$ cat config.mk
export PLATFORM = sky130hd
export DESIGN_NAME = excp_flush_ctrl
export DESIGN_NICKNAME = d
export VERILOG_FILES = /design/src/rtl/excp_flush_ctrl.sv
export SDC_FILE = /design/constraint.sdc
export NUM_CORES = 1
export LEC_CHECK = 0
export BUFFER_PORTS_ARGS = -buffer_cell sky130_fd_sc_hd__buf_2
export CAP_MARGIN = 20
export CORE_UTILIZATION = 42
export DETAILED_ROUTE_END_ITERATION = 7
export HOLD_SLACK_MARGIN = 0.05
export PLACE_DENSITY = 0.87
export SYNTH_ARGS = -nofsm -noshare
export SYNTH_HDL_FRONTEND = slang
export SYNTH_SLANG_ARGS = --single-unit
$ cat constraint.sdc
create_clock -name clk -period 1.68 [get_ports clk]
set_clock_uncertainty 0.05 [all_clocks]
set_input_delay 0.084 -clock clk [delete_from_list [all_inputs] [get_ports clk]]
set_output_delay 0.084 -clock clk [all_outputs]
set_load 0.05 [all_outputs]
$ cat src/rtl/excp_flush_ctrl.sv
// ============================================================================
// Module      : excp_flush_ctrl
// Description : Flushes the pipeline and redirects the PC when WB commits an exception or ERTN.
//               Optional statistics counters are built when EXCP_FLUSH_STAT_EN is defined.
// Revision    : 1.0 - initial release
// ============================================================================
`default_nettype none

module excp_flush_ctrl #(
    parameter int OUTSTD_W   = 2,
    parameter int MAX_OUTSTD = 2
) (
    input  logic        clk,
    input  logic        reset,
    input  logic        wb_valid,
    input  logic        wb_ex,
    input  logic        wb_ertn,
    input  logic [31:0] csr_eentry,
    input  logic [31:0] csr_era,
    input  logic        inst_req_fire,
    input  logic        inst_resp,
    input  logic        if_redirect_rdy,
    output logic        flush,
    output logic        fetch_block,
    output logic        resp_discard,
    output logic        redirect_valid,
    output logic [31:0] redirect_pc,
    output logic [31:0] stat_ex_cnt,
    output logic [31:0] stat_ertn_cnt,
    output logic [31:0] stat_drop_cnt
);

    localparam logic [1:0] ST_IDLE     = 2'd0;
    localparam logic [1:0] ST_DRAIN    = 2'd1;
    localparam logic [1:0] ST_REDIRECT = 2'd2;

    localparam logic [OUTSTD_W-1:0] C_MAX  = OUTSTD_W'(MAX_OUTSTD);
    localparam logic [OUTSTD_W-1:0] C_ONE  = OUTSTD_W'(1);
    localparam logic [OUTSTD_W-1:0] C_ZERO = '0;

    logic [1:0]          r_state;
    logic [1:0]          w_state_nxt;
    logic [OUTSTD_W-1:0] r_outstd;
    logic [OUTSTD_W-1:0] r_dcnt;
    logic [OUTSTD_W-1:0] w_outstd_calc;
    logic [31:0]         r_target;
    logic                w_trig;
    logic                w_idle;
    logic                w_drain;
    logic                w_redirect;

    assign w_trig     = wb_valid & (wb_ex | wb_ertn);
    assign w_idle     = (r_state == ST_IDLE);
    assign w_drain    = (r_state == ST_DRAIN);
    assign w_redirect = (r_state == ST_REDIRECT);

    // Outstanding count including this cycle's traffic, saturated at both ends.
    always_comb begin
        w_outstd_calc = r_outstd;
        if (inst_req_fire && !inst_resp) begin
            if (r_outstd != C_MAX) begin
                w_outstd_calc = r_outstd + C_ONE;
            end
        end else if (!inst_req_fire && inst_resp) begin
            if (r_outstd != C_ZERO) begin
                w_outstd_calc = r_outstd - C_ONE;
            end
        end
    end

    always_comb begin
        w_state_nxt = r_state;
        case (r_state)
            ST_IDLE: begin
                if (w_trig) begin
                    w_state_nxt = (w_outstd_calc != C_ZERO) ? ST_DRAIN : ST_REDIRECT;
                end
            end
            ST_DRAIN: begin
                if (r_dcnt == C_ZERO || (inst_resp && r_dcnt == C_ONE)) begin
                    w_state_nxt = ST_REDIRECT;
                end
            end
            ST_REDIRECT: begin
                if (if_redirect_rdy) begin
                    w_state_nxt = ST_IDLE;
                end
            end
            default: w_state_nxt = ST_IDLE;
        endcase
    end

    always_ff @(posedge clk) begin
        if (reset) begin
            r_state  <= ST_IDLE;
            r_outstd <= '0;
            r_dcnt   <= '0;
            r_target <= '0;
        end else begin
            r_state <= w_state_nxt;
            if (w_idle) begin
                if (w_trig) begin
                    r_target <= wb_ex ? csr_eentry : csr_era;
                    r_dcnt   <= w_outstd_calc;
                    r_outstd <= '0;
                end else begin
                    r_outstd <= w_outstd_calc;
                end
            end else if (w_drain && inst_resp && r_dcnt != C_ZERO) begin
                r_dcnt <= r_dcnt - C_ONE;
            end
        end
    end

    assign flush          = w_idle & w_trig;
    assign fetch_block    = ~w_idle;
    assign resp_discard   = w_drain & inst_resp;
    assign redirect_valid = w_redirect;
    assign redirect_pc    = w_redirect ? r_target : 32'd0;

`ifdef EXCP_FLUSH_STAT_EN
    logic [31:0] r_ex_cnt;
    logic [31:0] r_ertn_cnt;
    logic [31:0] r_drop_cnt;

    always_ff @(posedge clk) begin
        if (reset) begin
            r_ex_cnt   <= '0;
            r_ertn_cnt <= '0;
            r_drop_cnt <= '0;
        end else begin
            if (w_idle && w_trig && wb_ex) begin
                r_ex_cnt <= r_ex_cnt + 32'd1;
            end
            if (w_idle && w_trig && !wb_ex) begin
                r_ertn_cnt <= r_ertn_cnt + 32'd1;
            end
            if (resp_discard) begin
                r_drop_cnt <= r_drop_cnt + 32'd1;
            end
        end
    end

    assign stat_ex_cnt   = r_ex_cnt;
    assign stat_ertn_cnt = r_ertn_cnt;
    assign stat_drop_cnt = r_drop_cnt;
`else
    assign stat_ex_cnt   = 32'd0;
    assign stat_ertn_cnt = 32'd0;
    assign stat_drop_cnt = 32'd0;
`endif

endmodule

`default_nettype wire

Word-level counts from Yosys, hierarchy flattened
Index checks and enable logic that the tools add are counted.
- add/subtract/negate cells: 3
- eq/ne operators: 7
- mux-type cells: 15
- bitwise logic cells: 5
- reduce and logical (&&, ||, !) cells: 17
- operators by type and width (cell ; number):
    $mux W32 ; 2
    $mux W2 ; 12
    $reduce_bool A2 Y1 ; 4
    $ne A2 B2 Y1 const B ; 3
    $pmux W2 S3 ; 1
    $logic_and A1 B1 Y1 ; 5
    $eq A2 B1 Y1 const B ; 2
    $logic_not A2 Y1 ; 2
    $reduce_and A2 Y1 ; 2
    $sub A2 B1 Y2 const B ; 2
    $and A1 B1 Y1 ; 3
    $reduce_and A3 Y1 ; 1
    $add A2 B1 Y2 const B ; 1
    $eq A2 B2 Y1 const B ; 1
    $logic_not A1 Y1 ; 2
    $ne A2 B1 Y1 const B ; 1
    $logic_or A1 B1 Y1 ; 1
    $not A1 Y1 ; 1
    $or A1 B1 Y1 ; 1
- bits in registers: 38
- input port bits: 72
- output and inout bits: 132
- word-level logic and storage cells: 51

Logic depth before layout (Yosys ltp)
- depth after elaboration: 8
- depth in mapped cells: 7
- depth with buffers taken out: 6

Worst setup path before layout
No wires, ideal clock.
- path type: register to output
- start: register r_state[0]
- end: output resp_discard
- arrival time: 1.631 ns
- required time: 1.546 ns
- setup slack: -0.085 ns
- cell stages (with the launch flop): 3
- buffers on the path: 0
- path through: dfxtp_1 inv_1 nor3b_1
- longest elaborated chain between the ends: 2
- RTL lines (what ; RTL line ; text):
    from (decl) ; 41 ; logic [1:0] r_state;
    from (signal assigned) ; 100 ; r_state <= w_state_nxt;
    $eq A2 B1 Y1 ; 54 ; assign w_drain = (r_state == ST_DRAIN);
    $and A1 B1 Y1 ; 117 ; assign resp_discard = w_drain & inst_resp;
    to (decl) ; 25 ; output logic resp_discard,
No other way between the ends.

Final worst setup path
- start: register r_state[1]
- end: output redirect_pc[14]
- longest elaborated chain between the ends: 2
- RTL lines (what ; RTL line ; text):
    $eq A2 B2 Y1 ; 55 ; assign w_redirect = (r_state == ST_REDIRECT);
    $mux W32 ; 119 ; assign redirect_pc = w_redirect ? r_target : 32'd0;
    to (decl) ; 27 ; output logic [31:0] redirect_pc,
No other way between the ends.

==> flow_summary.ini <==
[grt]
track_usage_pct = 16.0
grt_pass1_wl_um = 9180
antenna_found_initial = 0
met1_usage_pct = 18.3
busiest_layer = met2
grt_overflow = 0
grtUsageMet2_pct = 29.2
grt_max_degree = 38
grt_pass1_vias = 2005
gr-usage-met3_pct = 4.13

[outcome]
status = finished with violations
violations = design-rule violations

[clock_tree]
clk_path_buf_depth = 2
clk_latency_ns = 0.28
tritoncts = yes
clkSlewWorstSetupHoldPaths_ns = 0.08
cts_num_sinks = 38
numCtsBuffers = 5
ctsRootBufferMaster = clkbuf_8
h-tree-depth = 2

[floorplan]
rows = 29
core-area_um2 = 6460
dieArea_um2 = 7160
die_x_um = 84.6
die_h_um = 84.6
io_pins = 204
start_util_pct = 44.4

[synthesis]
synth_edf_count = 0
ys.flop_type = dfxtp_1
yosysMostFrequentCell = buf_4
synth_common_cells = buf_4 (97), dfxtp_1 (38), nor2_1 (33), and2_1 (32), mux2i_1 (32)
synth_area_leaders = dfxtp_1 (27%), buf_4 (25%), mux2i_1 (11%)
yosysUniqueCellTypes = 31
netlist.area_leader.share_pct = 26.5
ys_warn_count = 0
syn_inst = 333
ys_seq_area_share_pct = 26.5
ys_seq_elements = 38
avgSynthCellArea_um2 = 8.61
syn-cell-area_um2 = 2870
synth_async_sr_flop_share_pct = 0
synth_area_leader_cell = dfxtp_1

[run]
maxCapViolCount = 0

[placed_design]
portBuffers = 107
placed_cells = 504
hpwl_um = 4640
place.gp.congestion = 0.728
dp_slack_ns = 0.0858
placed_cell_area_um2 = 3130

[timing]
finalHoldViolCount = 0
period_needed_ns = 1.61
layout_setup_ws_ns = 0.0705
fin_tns_setup_ns = 0
fin_crit_sh_pct = 95.8
rsz0062_at_grt = false
setup_viol = 0
slew_violations = 0
fmax_mhz = 621
slew_headroom_pct = 65.2
worst_pin_slew_ns = 0.522

[final_layout]
multi_input_area_um2 = 1640
drive_gt1_share_pct = 34.6
register_area_um2 = 764
synthToLayoutAreaGrowth_pct = 14.7
fin_cells = 514
finalNetCount = 513
fill_cells = 609
insertedDiodeCount = 0
final_area_um2 = 3290

[worst_setup_path]
arrival_ns = 1.48
worst-path-max-fanout = 17
start_kind = register
crit_path_end_kind = output port
required_ns = 1.55
rrSetupSlack_ns = 0.15
worstSetupPathType = register to output port

[route]
num_vias = 2313
postRouteAntennaNets = 0
drc = 7
drt_iter0_markers = 60
via_per_inst = 4.50
drt-wirelength-per-cell_um = 11.9
wl_um = 6120
drtPass1Iterations = 8

[worst_hold_path]
min_path_type = input port to register

[pwr]
swShare_pct = 44.9
power_mw = 3.09
p_leak_nw = 1.72
pwr-share-comb_pct = 44.0
ir_worst_vdd_mv = 0.505
p_int_mw = 1.70
netSwitchingPower_mw = 1.39
pwr_density_cell_nw_per_um2 = 938
power_frac_seq_pct = 35.2
clock_power_share_pct = 20.8
-- final timing paths --
kind | cells after the start | endpoint | from
setup / recovery | 4 | redirect_pc[14] | r_state[1]
hold / removal | 3 | r_target[6] | csr_era[6]
setup reg to reg | 6 | r_state[1] | r_outstd[1]
hold reg to reg | 2 | r_outstd[0] | r_outstd[0]
-- metrics by stage --
stage | hold slack, ns | utilization, %
2_1_floorplan | 0.260 | -
5_1_grt | 0.0855 | 50.9
3_5_place_dp | 0.384 | 48.5
4_1_cts | 0.0744 | 50.0
6_report | 0.0816 | 50.9
3_3_place_gp | 0.372 | 48.5
-- worst max-delay path, cell delays in order (launching register included) --
cell	delay, ns
dfxtp_4	0.40
nor2b_2	0.17
buf_4	0.21
and2_2	0.16
buf_2	0.25
-- final cells by class --
type                            instances  share of cell area (%)
Multi-Input combinational cell        268                    49.9
Sequential cell                        38                    23.2
Timing Repair Buffer                  116                    20.3
Tap cell                               77                    2.93
Clock buffer                            7                    2.63
Inverter                                7                   0.875
Clock inverter                          1                   0.152
-- cells by family (layout without fill, tap and decap cells) --
group / after synthesis / after routing / synth area share (%)
adders and majority gates: 5 / 5 / 2.18
buffers and inverters: 122 / 131 / 29.7
other: 1 / 96 / 0.131
xor gates and xnor gates: 1 / 1 / 0.305
DFF: 38 / 38 / 26.5
and+or+nand+nor: 86 / 86 / 16.0
muxes: 32 / 32 / 11.2
AOI/OAI and AO/OA: 48 / 48 / 14.0
-- per-layer routing --
| metal | up-vias | routed length, µm |
|---|---|---|
| met4 | 0 | 44 |
| met2 | 115 | 3130 |
| li1 | 1128 | - |
| met3 | 5 | 427 |
| met5 | - | 0 |
| met1 | 1065 | 2520 |
-- state kept, by name (all words and copies together), names as in the netlist --
| signal | flops |
|---|---|
| r_outstd | 2 |
| r_dcnt | 2 |
| r_state | 2 |
| r_target | 32 |
-- power by group through the flow --
stage | clock network [mW] | registers [mW] | logic [mW]
3_5_place_dp | 0 | 1.10 | 1.32
3_3_place_gp | 0 | 1.10 | 1.29
4_1_cts | 0.679 | 1.08 | 1.32
2_1_floorplan | 0 | 1.08 | 1.27
6_report | 0.642 | 1.09 | 1.36
5_1_grt | 0.718 | 1.10 | 1.45
-- cell usage in the layout (no fill, tap or decap), types with 2 or more instances in the layout --
cell type  count
nor2_4         2
clkbuf_8       6
nor3b_1        3
a211oi_2      11
a211oi_1      23
mux2i_1       32
inv_1          6
buf_2        100
nor3b_2        2
nand3_1        6
o21ai_0        2
buf_4          6
a21oi_1        7
dfxtp_1       37
clkbuf_4       6
and2_1        23
buf_12         2
conb_1        96
and2_2         9
nand2_1        4
ha_1           5
nor2_1        33
-- timing repair --
item	CTS	global route
gates cloned	0	1
buffers inserted	0	1
resized for setup	3	9
pin swaps	0	1
hold buffers	0	0
endpoints found under the setup margin	33	37
No activity file was read; power rests on OpenSTA's default activity.
